File: src/rtl/led_flow_seq.sv
// led_flow_seq: step-driven LED pattern sequencer.
//
// Detects rising edges of a step strobe and, while Run is set, divides them by STEP_DIV.
// Each advance moves the LED pattern one step in the selected mode: rotate left,
// rotate right, ping-pong or blink-all. Wrap_pulse flags the completion of a pattern cycle.
//
// Ports:
//   CLK         system clock, rising edge
//   RSTn        asynchronous active-low reset
//   Step_in     step strobe (only rising edges count)
//   Mode[1:0]   0 shift left, 1 shift right, 2 ping-pong, 3 blink-all
//   Run         1 advance on steps, 0 freeze
//   LED_out     registered LED pattern, bit 0 is the leftmost start LED
//   Wrap_pulse  registered one-cycle cycle-complete flag
module led_flow_seq #(
  parameter int unsigned N_LED    = 4,
  parameter int unsigned STEP_DIV = 1
) (
  input  logic             CLK,
  input  logic             RSTn,
  input  logic             Step_in,
  input  logic [1:0]       Mode,
  input  logic             Run,
  output logic [N_LED-1:0] LED_out,
  output logic             Wrap_pulse
);

  localparam int unsigned    CntW   = (STEP_DIV > 1) ? $clog2(STEP_DIV) : 1;
  localparam logic [CntW-1:0] CntMax = CntW'(STEP_DIV - 1);

  localparam logic [N_LED-1:0] LedLsb = {{(N_LED-1){1'b0}}, 1'b1};
  localparam logic [N_LED-1:0] LedMsb = {1'b1, {(N_LED-1){1'b0}}};

  typedef enum logic [2:0] {
    StIdle  = 3'd0,
    StShl   = 3'd1,
    StShr   = 3'd2,
    StPpUp  = 3'd3,
    StPpDn  = 3'd4,
    StBlink = 3'd5
  } state_e;

  state_e           state_q, state_d;
  logic [N_LED-1:0] led_q, led_d;
  logic             wrap_q, wrap_d;
  logic [CntW-1:0]  cnt_q, cnt_d;
  logic             step_q;

  logic             rise;
  logic             acc;
  logic             advance;
  logic             state_valid;
  logic [1:0]       active_mode;
  state_e           load_state;
  logic [N_LED-1:0] load_led;

  // Edge detect and divider.
  always_comb begin
    rise    = Step_in & ~step_q;
    acc     = rise & Run;
    advance = acc && (cnt_q == CntMax);
    cnt_d   = cnt_q;
    if (acc) begin
      cnt_d = advance ? '0 : cnt_q + 1'b1;
    end
  end

  // Mode owning the current state; invalid encodings are flagged for recovery.
  always_comb begin
    state_valid = 1'b1;
    active_mode = 2'd0;
    case (state_q)
      StIdle:         active_mode = 2'd0;
      StShl:          active_mode = 2'd0;
      StShr:          active_mode = 2'd1;
      StPpUp, StPpDn: active_mode = 2'd2;
      StBlink:        active_mode = 2'd3;
      default:        state_valid = 1'b0;
    endcase
  end

  // Start pattern for the requested mode.
  always_comb begin
    load_state = StShl;
    load_led   = LedLsb;
    case (Mode)
      2'd0: begin load_state = StShl;   load_led = LedLsb; end
      2'd1: begin load_state = StShr;   load_led = LedMsb; end
      2'd2: begin load_state = StPpUp;  load_led = LedLsb; end
      default: begin load_state = StBlink; load_led = '1; end
    endcase
  end

  // Pattern FSM next state.
  always_comb begin
    state_d = state_q;
    led_d   = led_q;
    wrap_d  = 1'b0;
    if (!state_valid) begin
      state_d = StIdle;
      led_d   = '0;
    end else if (advance) begin
      if (state_q == StIdle || Mode != active_mode) begin
        // Fresh start or mode switch: load, never flag a wrap.
        state_d = load_state;
        led_d   = load_led;
      end else begin
        case (state_q)
          StShl: begin
            led_d  = {led_q[N_LED-2:0], led_q[N_LED-1]};
            wrap_d = led_q[N_LED-1];
          end
          StShr: begin
            led_d  = {led_q[0], led_q[N_LED-1:1]};
            wrap_d = led_q[0];
          end
          StPpUp: begin
            led_d = led_q << 1;
            // Turn around as soon as the far end is lit so it is lit only once.
            if (led_q[N_LED-2]) state_d = StPpDn;
          end
          StPpDn: begin
            led_d = led_q >> 1;
            if (led_q[1]) begin
              state_d = StPpUp;
              wrap_d  = 1'b1;
            end
          end
          StBlink: begin
            led_d  = (led_q == '0) ? '1 : '0;
            wrap_d = (led_q == '0);
          end
          default: begin
            state_d = StIdle;
            led_d   = '0;
          end
        endcase
      end
    end
  end

  always_ff @(posedge CLK or negedge RSTn) begin
    if (!RSTn) begin
      state_q <= StIdle;
      led_q   <= '0;
      wrap_q  <= 1'b0;
      cnt_q   <= '0;
      step_q  <= 1'b0;
    end else begin
      state_q <= state_d;
      led_q   <= led_d;
      wrap_q  <= wrap_d;
      cnt_q   <= cnt_d;
      step_q  <= Step_in;
    end
  end

  assign LED_out    = led_q;
  assign Wrap_pulse = wrap_q;

endmodule
File: config.mk
export PLATFORM = sky130hd
export DESIGN_NAME = led_flow_seq
export DESIGN_NICKNAME = d
export VERILOG_FILES = /design/src/rtl/led_flow_seq.sv
export SDC_FILE = /design/constraint.sdc
export NUM_CORES = 1
export LEC_CHECK = 0
export ABC_AREA = 1
export CORE_ASPECT_RATIO = 2
export CORE_UTILIZATION = 28
export DETAILED_ROUTE_END_ITERATION = 16
export REMOVE_ABC_BUFFERS = 1
export SLEW_MARGIN = 15
export SYNTH_ARGS = -nofsm -noshare
export SYNTH_HDL_FRONTEND = slang
export SYNTH_SLANG_ARGS = --single-unit
File: constraint.sdc
create_clock -name CLK -period 3.1 [get_ports CLK]
set_input_delay 0.93 -clock CLK [delete_from_list [all_inputs] [get_ports CLK]]
set_output_delay 0.93 -clock CLK [all_outputs]
set_load 0.05 [all_outputs]
# [Word-level counts from Yosys, hierarchy flattened]
# Cells that the tools add are included.
[word_totals] wordCells=53 inputBits=6 register_bits=10 out_inout_bits=5
[op_classes] bitwise_logic=4 n_addsub=1 n_eq_ne=12 n_reduce_logical=10 muxes=21
[op_table] op="$pmux 4 s5" n=1
[op_table] op="$pmux 3 s3" n=2
[op_table] op="$mux 4" n=4
[op_table] op="$mux 3" n=5
[op_table] op="$ne 4x4->1 const B" n=2
[op_table] op="$pmux 4 s2" n=1
[op_table] op="$eq 3x2->1 const B" n=2
[op_table] op="$eq 3x3->1 const B" n=2
[op_table] op="$mux 1" n=6
[op_table] op="$pmux 2 s3" n=1
[op_table] op="$reduce_or 6->1" n=1
[op_table] op="$logic_not 4->1" n=1
[op_table] op="$pmux 1 s4" n=1
[op_table] op="$reduce_and 4->1" n=1
[op_table] op="$reduce_or 2->1" n=2
[op_table] op="$eq 3x1->1 const B" n=1
[op_table] op="$logic_not 3->1" n=1
[op_table] op="$ne 3x2->1 const B" n=1
[op_table] op="$reduce_or 3->1" n=1
[op_table] op="$and 1x1->1" n=2
[op_table] op="$eq 2x1->1 const B" n=1
[op_table] op="$eq 2x2->1 const B" n=1
[op_table] op="$logic_not 2->1" n=1
[op_table] op="$ne 2x2->1" n=1
[op_table] op="other kinds (5)" n=6

# [Longest topological paths before layout]
[depth] depth_word=8 ltp_mapped=12 mapped_depth_nobuf=12

# [Worst setup path before layout]
# OpenSTA, ideal clock, no wires.
[synth_timing] path_kind="input to register" startpoint="input port Run" endpoint="register wrap_q, in the netlist Wrap_pulse" stages=6 required_time_ns=3.006 slack_ns=1.398 arrival_ns=1.608 setup_time_ns=0.094 path_cell_list="nand2_1 -> nor2_1 -> nand2_1 -> nor2_1 -> o21ai_0 -> a211oi_1"
[synth_via] elab_chain_len=4
[synth_rtl] item="from (decl)" line_no="23" text="input logic Run,"
[synth_rtl] item="$and 1x1->1" line_no="60" text="acc = rise & Run;"
[synth_rtl] item="$logic_and 1x1->1" line_no="61" text="advance = acc && (cnt_q == CntMax);"
[synth_rtl] item="$mux 1" line_no="102" text="end else if (advance) begin"
[synth_rtl] item="$mux 1" line_no="99" text="if (!state_valid) begin"
[synth_rtl] item="net wrap_d" line_no="45" text="logic wrap_q, wrap_d;"
[synth_rtl] item="to (signal assigned)" line_no="152" text="wrap_q <= wrap_d;"
[synth_rtl] item="to (decl)" line_no="45"
# The timed path passes the listed nets, and every way through them passes these cells.
# A chain may end at the register's enable or synchronous reset.

# [Worst setup path after layout]
[layout_timing] startpoint="register led_q[2], in the netlist LED_out[2]" endpoint="output port LED_out[2]"
[layout_lines] item="from (decl)" line_no="44" text="logic [N_LED-1:0] led_q, led_d;"
[layout_lines] item="from (signal assigned)" line_no="151" text="led_q <= led_d;"
[layout_lines] item="to (decl)" line_no="24" text="output logic [N_LED-1:0] LED_out,"
# No word-level cell between the ends.

==> results.py <==
metrics = {
    "clock_tree": {
        "cts_made_buffers": 3,
        "postCtsHoldBufs": 0,
        "cts_tree": "built",
        "cts_root_buf": "clkbuf_8",
        "post-cts-setup-buffers": 0,
        "cts_resized": 0,
        "clock-sinks": 10,
        "insertion_delay_ns": 0.23,
        "clkSlewWorstSetupHoldPaths_ns": 0.04,
        "htreeDepth": 1,
        "clk_path_buf_depth": 2,
    },
    "route": {
        "antenna_left": 0,
        "drt-total-wl_um": 2070,
        "num_vias": 862,
        "drt_first_pass_iters": 4,
        "avgViaCountPerCell": 5.19,
        "drcViolationCount": 0,
        "drt_iter0_drc": 13,
        "wl_per_cell_um": 12.5,
    },
    "timing": {
        "maxSlewViolCount": 0,
        "hold_slack_ns": 0.485,
        "fmax_mhz": 412,
        "skew_ns": 0.00179,
        "setup-violations-final": 0,
        "max_slew_margin_pct": 66.9,
        "worst_slew_pin_slew_ns": 0.495,
        "period_share_pct": 78.3,
        "period_needed_ns": 2.43,
        "hold_violations": 0,
        "rsz0062_at_grt": "no",
        "tns_ns": 0,
    },
    "global_route": {
        "grt_usage_pct": 13.9,
        "first_global_vias": 832,
        "grt_pass1_wl_um": 3600,
        "grt_max_degree": 11,
        "antenna_found_initial": 0,
        "gr-total-overflow": 0,
    },
    "synth": {
        "synth.top_cell.area_share_pct": 28.7,
        "yosys-top-cells-area": "dfrtp_1, nand2_1, ha_1",
        "yosysMostFrequentCell": "nand2_1",
        "syn-instance-count": 123,
        "synth_commonest_cells": "nand2_1, inv_1, nor2_1",
        "synth-edff-count": 0,
        "synth-seq-cells": 10,
        "synth_ff_type": "dfrtp_1",
        "ys_warn_count": 0,
        "yosysSeqAreaShare_pct": 28.7,
        "async_flop_share_pct": 100,
        "avgSynthCellArea_um2": 7.08,
        "yosysTopAreaCell": "dfrtp_1",
        "ys_types": 20,
        "syn_area_um2": 871,
    },
    "cells_and_area": {
        "final_core_util_pct": 35.7,
        "layout.nets": 150,
        "layout-drive-gt1-share_pct": 17.6,
        "antenna-diode-count": 0,
        "area_growth_pct": 20.5,
    },
    "critical_path": {
        "r2r_slack_ns": 1.36,
        "critical_path_arrival_ns": 1.50,
        "cp-end-kind": "primary output",
        "worstPathRequired_ns": 2.17,
        "r2r_start": "state_q[1]",
        "worst-path-buf-inv": 1,
        "slowest_delay_ns": 0.84,
        "rr_endpoint": "state_q[0]",
        "start_kind": "flop",
        "path_delay_family": "buffers and inverters",
        "r2r_cells": 10,
        "setup.worst_path.class": "flop to primary output",
        "path_cells": "clkdlybuf4s50_1",
        "worstPathMaxFanout": 5,
        "crit_slowest_cell": "clkdlybuf4s50_1",
    },
    "hold_path": {
        "hold_class": "flop to flop",
        "holdPathEnd": "cnt_q",
        "min_from": "step_q",
        "whs_path_depth": 2,
    },
    "placed_design": {
        "place_hpwl_um": 1680,
        "gp_congestion": 0.879,
        "numPortBuffers": 10,
    },
    "pwr": {
        "ir_drop_mv": 0.341,
        "leakage_uw": 0.000525,
        "p_per_area_nw_per_um2": 878,
    },
    "die": {
        "die_h_um": 80.9,
        "die_x_um": 41.4,
        "start_util_pct": 29.6,
        "std_cell_rows": 28,
        "core-area_um2": 2940,
        "ios": 11,
        "die_area_um2": 3350,
    },
    "job": {
        "maxCapViolCount": 0,
    },
    "run_status": {
        "status": "finished clean",
    },
}
[cell usage in the layout, fill, tap and decap left out]
cell type	netlist	routed
a21oi_1	6	6
dfrtp_1	10	10
nand3_2	6	6
inv_1	15	15
o21ai_1	2	2
nand2_2	6	6
clkdlybuf4s50_1	0	10
nand2_1	27	27
nand2_4	2	2
a211oi_1	1	1
nor2_4	1	1
inv_2	4	4
clkbuf_8	0	3
nor2_1	13	13
o22ai_1	3	3
a21oi_2	1	1
o21ai_0	3	3
nand3_1	11	11
nand4_1	2	2
o211ai_1	3	3
nand4_2	1	1
ha_1	6	6
[worst reg2reg max path, stage by stage, from the launching register on]
cell     delay, ns
dfrtp_1       0.47
inv_2         0.12
ha_1          0.32
inv_1         0.10
nand3_2       0.10
nand2_4       0.13
nand2_4       0.10
nand3_1       0.10
nand2_1       0.06
nand3_1       0.07
nand2_1       0.06
[power breakdown]
group | internal, µW | switching [µW] | total [µW]
logic | 179 | 380 | 560
registers | 170 | 65.1 | 235
clock network | 84.3 | 42.6 | 127
[worst max-delay path by stage]
stage / start / end / slack [ns] / cells after the start
global route: LED_out[3] / LED_out[3] / 0.62 / 1
global placement: Step_in / Wrap_pulse / 0.71 / 7
finish: LED_out[2] / LED_out[2] / 0.67 / 1
CTS: LED_out[2] / LED_out[2] / 0.66 / 1
floorplan: Run / Wrap_pulse / 1.40 / 6
detailed placement: Step_in / Wrap_pulse / 0.70 / 7
[stage by stage]
stage,power [µW],instances,setup WS [ns],instance area [µm²]
floorplan,643,123,1.40,871
global placement,788,163,0.711,1010
detailed placement,791,163,0.700,1010
CTS,921,166,0.661,1050
global route,1000,166,0.615,1050
finish,921,166,0.671,1050
[flip-flops by register name, summed over array words and instances, names as in the netlist]
name        flops
LED_out         4
state_q         3
step_q          1
Wrap_pulse      1
cnt_q           1
[per-layer routing]
metal / routed length, µm / global-route usage (%)
met2: 1070 / 25.5
met3: 74 / 2.44
met4: 98 / 10.0
met1: 820 / 13.6
met5: 0 / 0
[cell families after synthesis]
family	after synthesis	synth area share, %
compound gates	19	12.9
simple gates	69	41.5
fa+ha+maj	6	8.62
buf+inv	19	8.19
flops	10	28.7
[area by class of cell]
cell class	instances	area [µm²]
inverter	19	71.3
fill	313	1890
multi-input combinational	94	549
clock buffer	3	41.3
timing repair buffer	10	100
sequential	10	250
tap	30	37.5
Note: power is estimated with default switching activity, not from simulation.
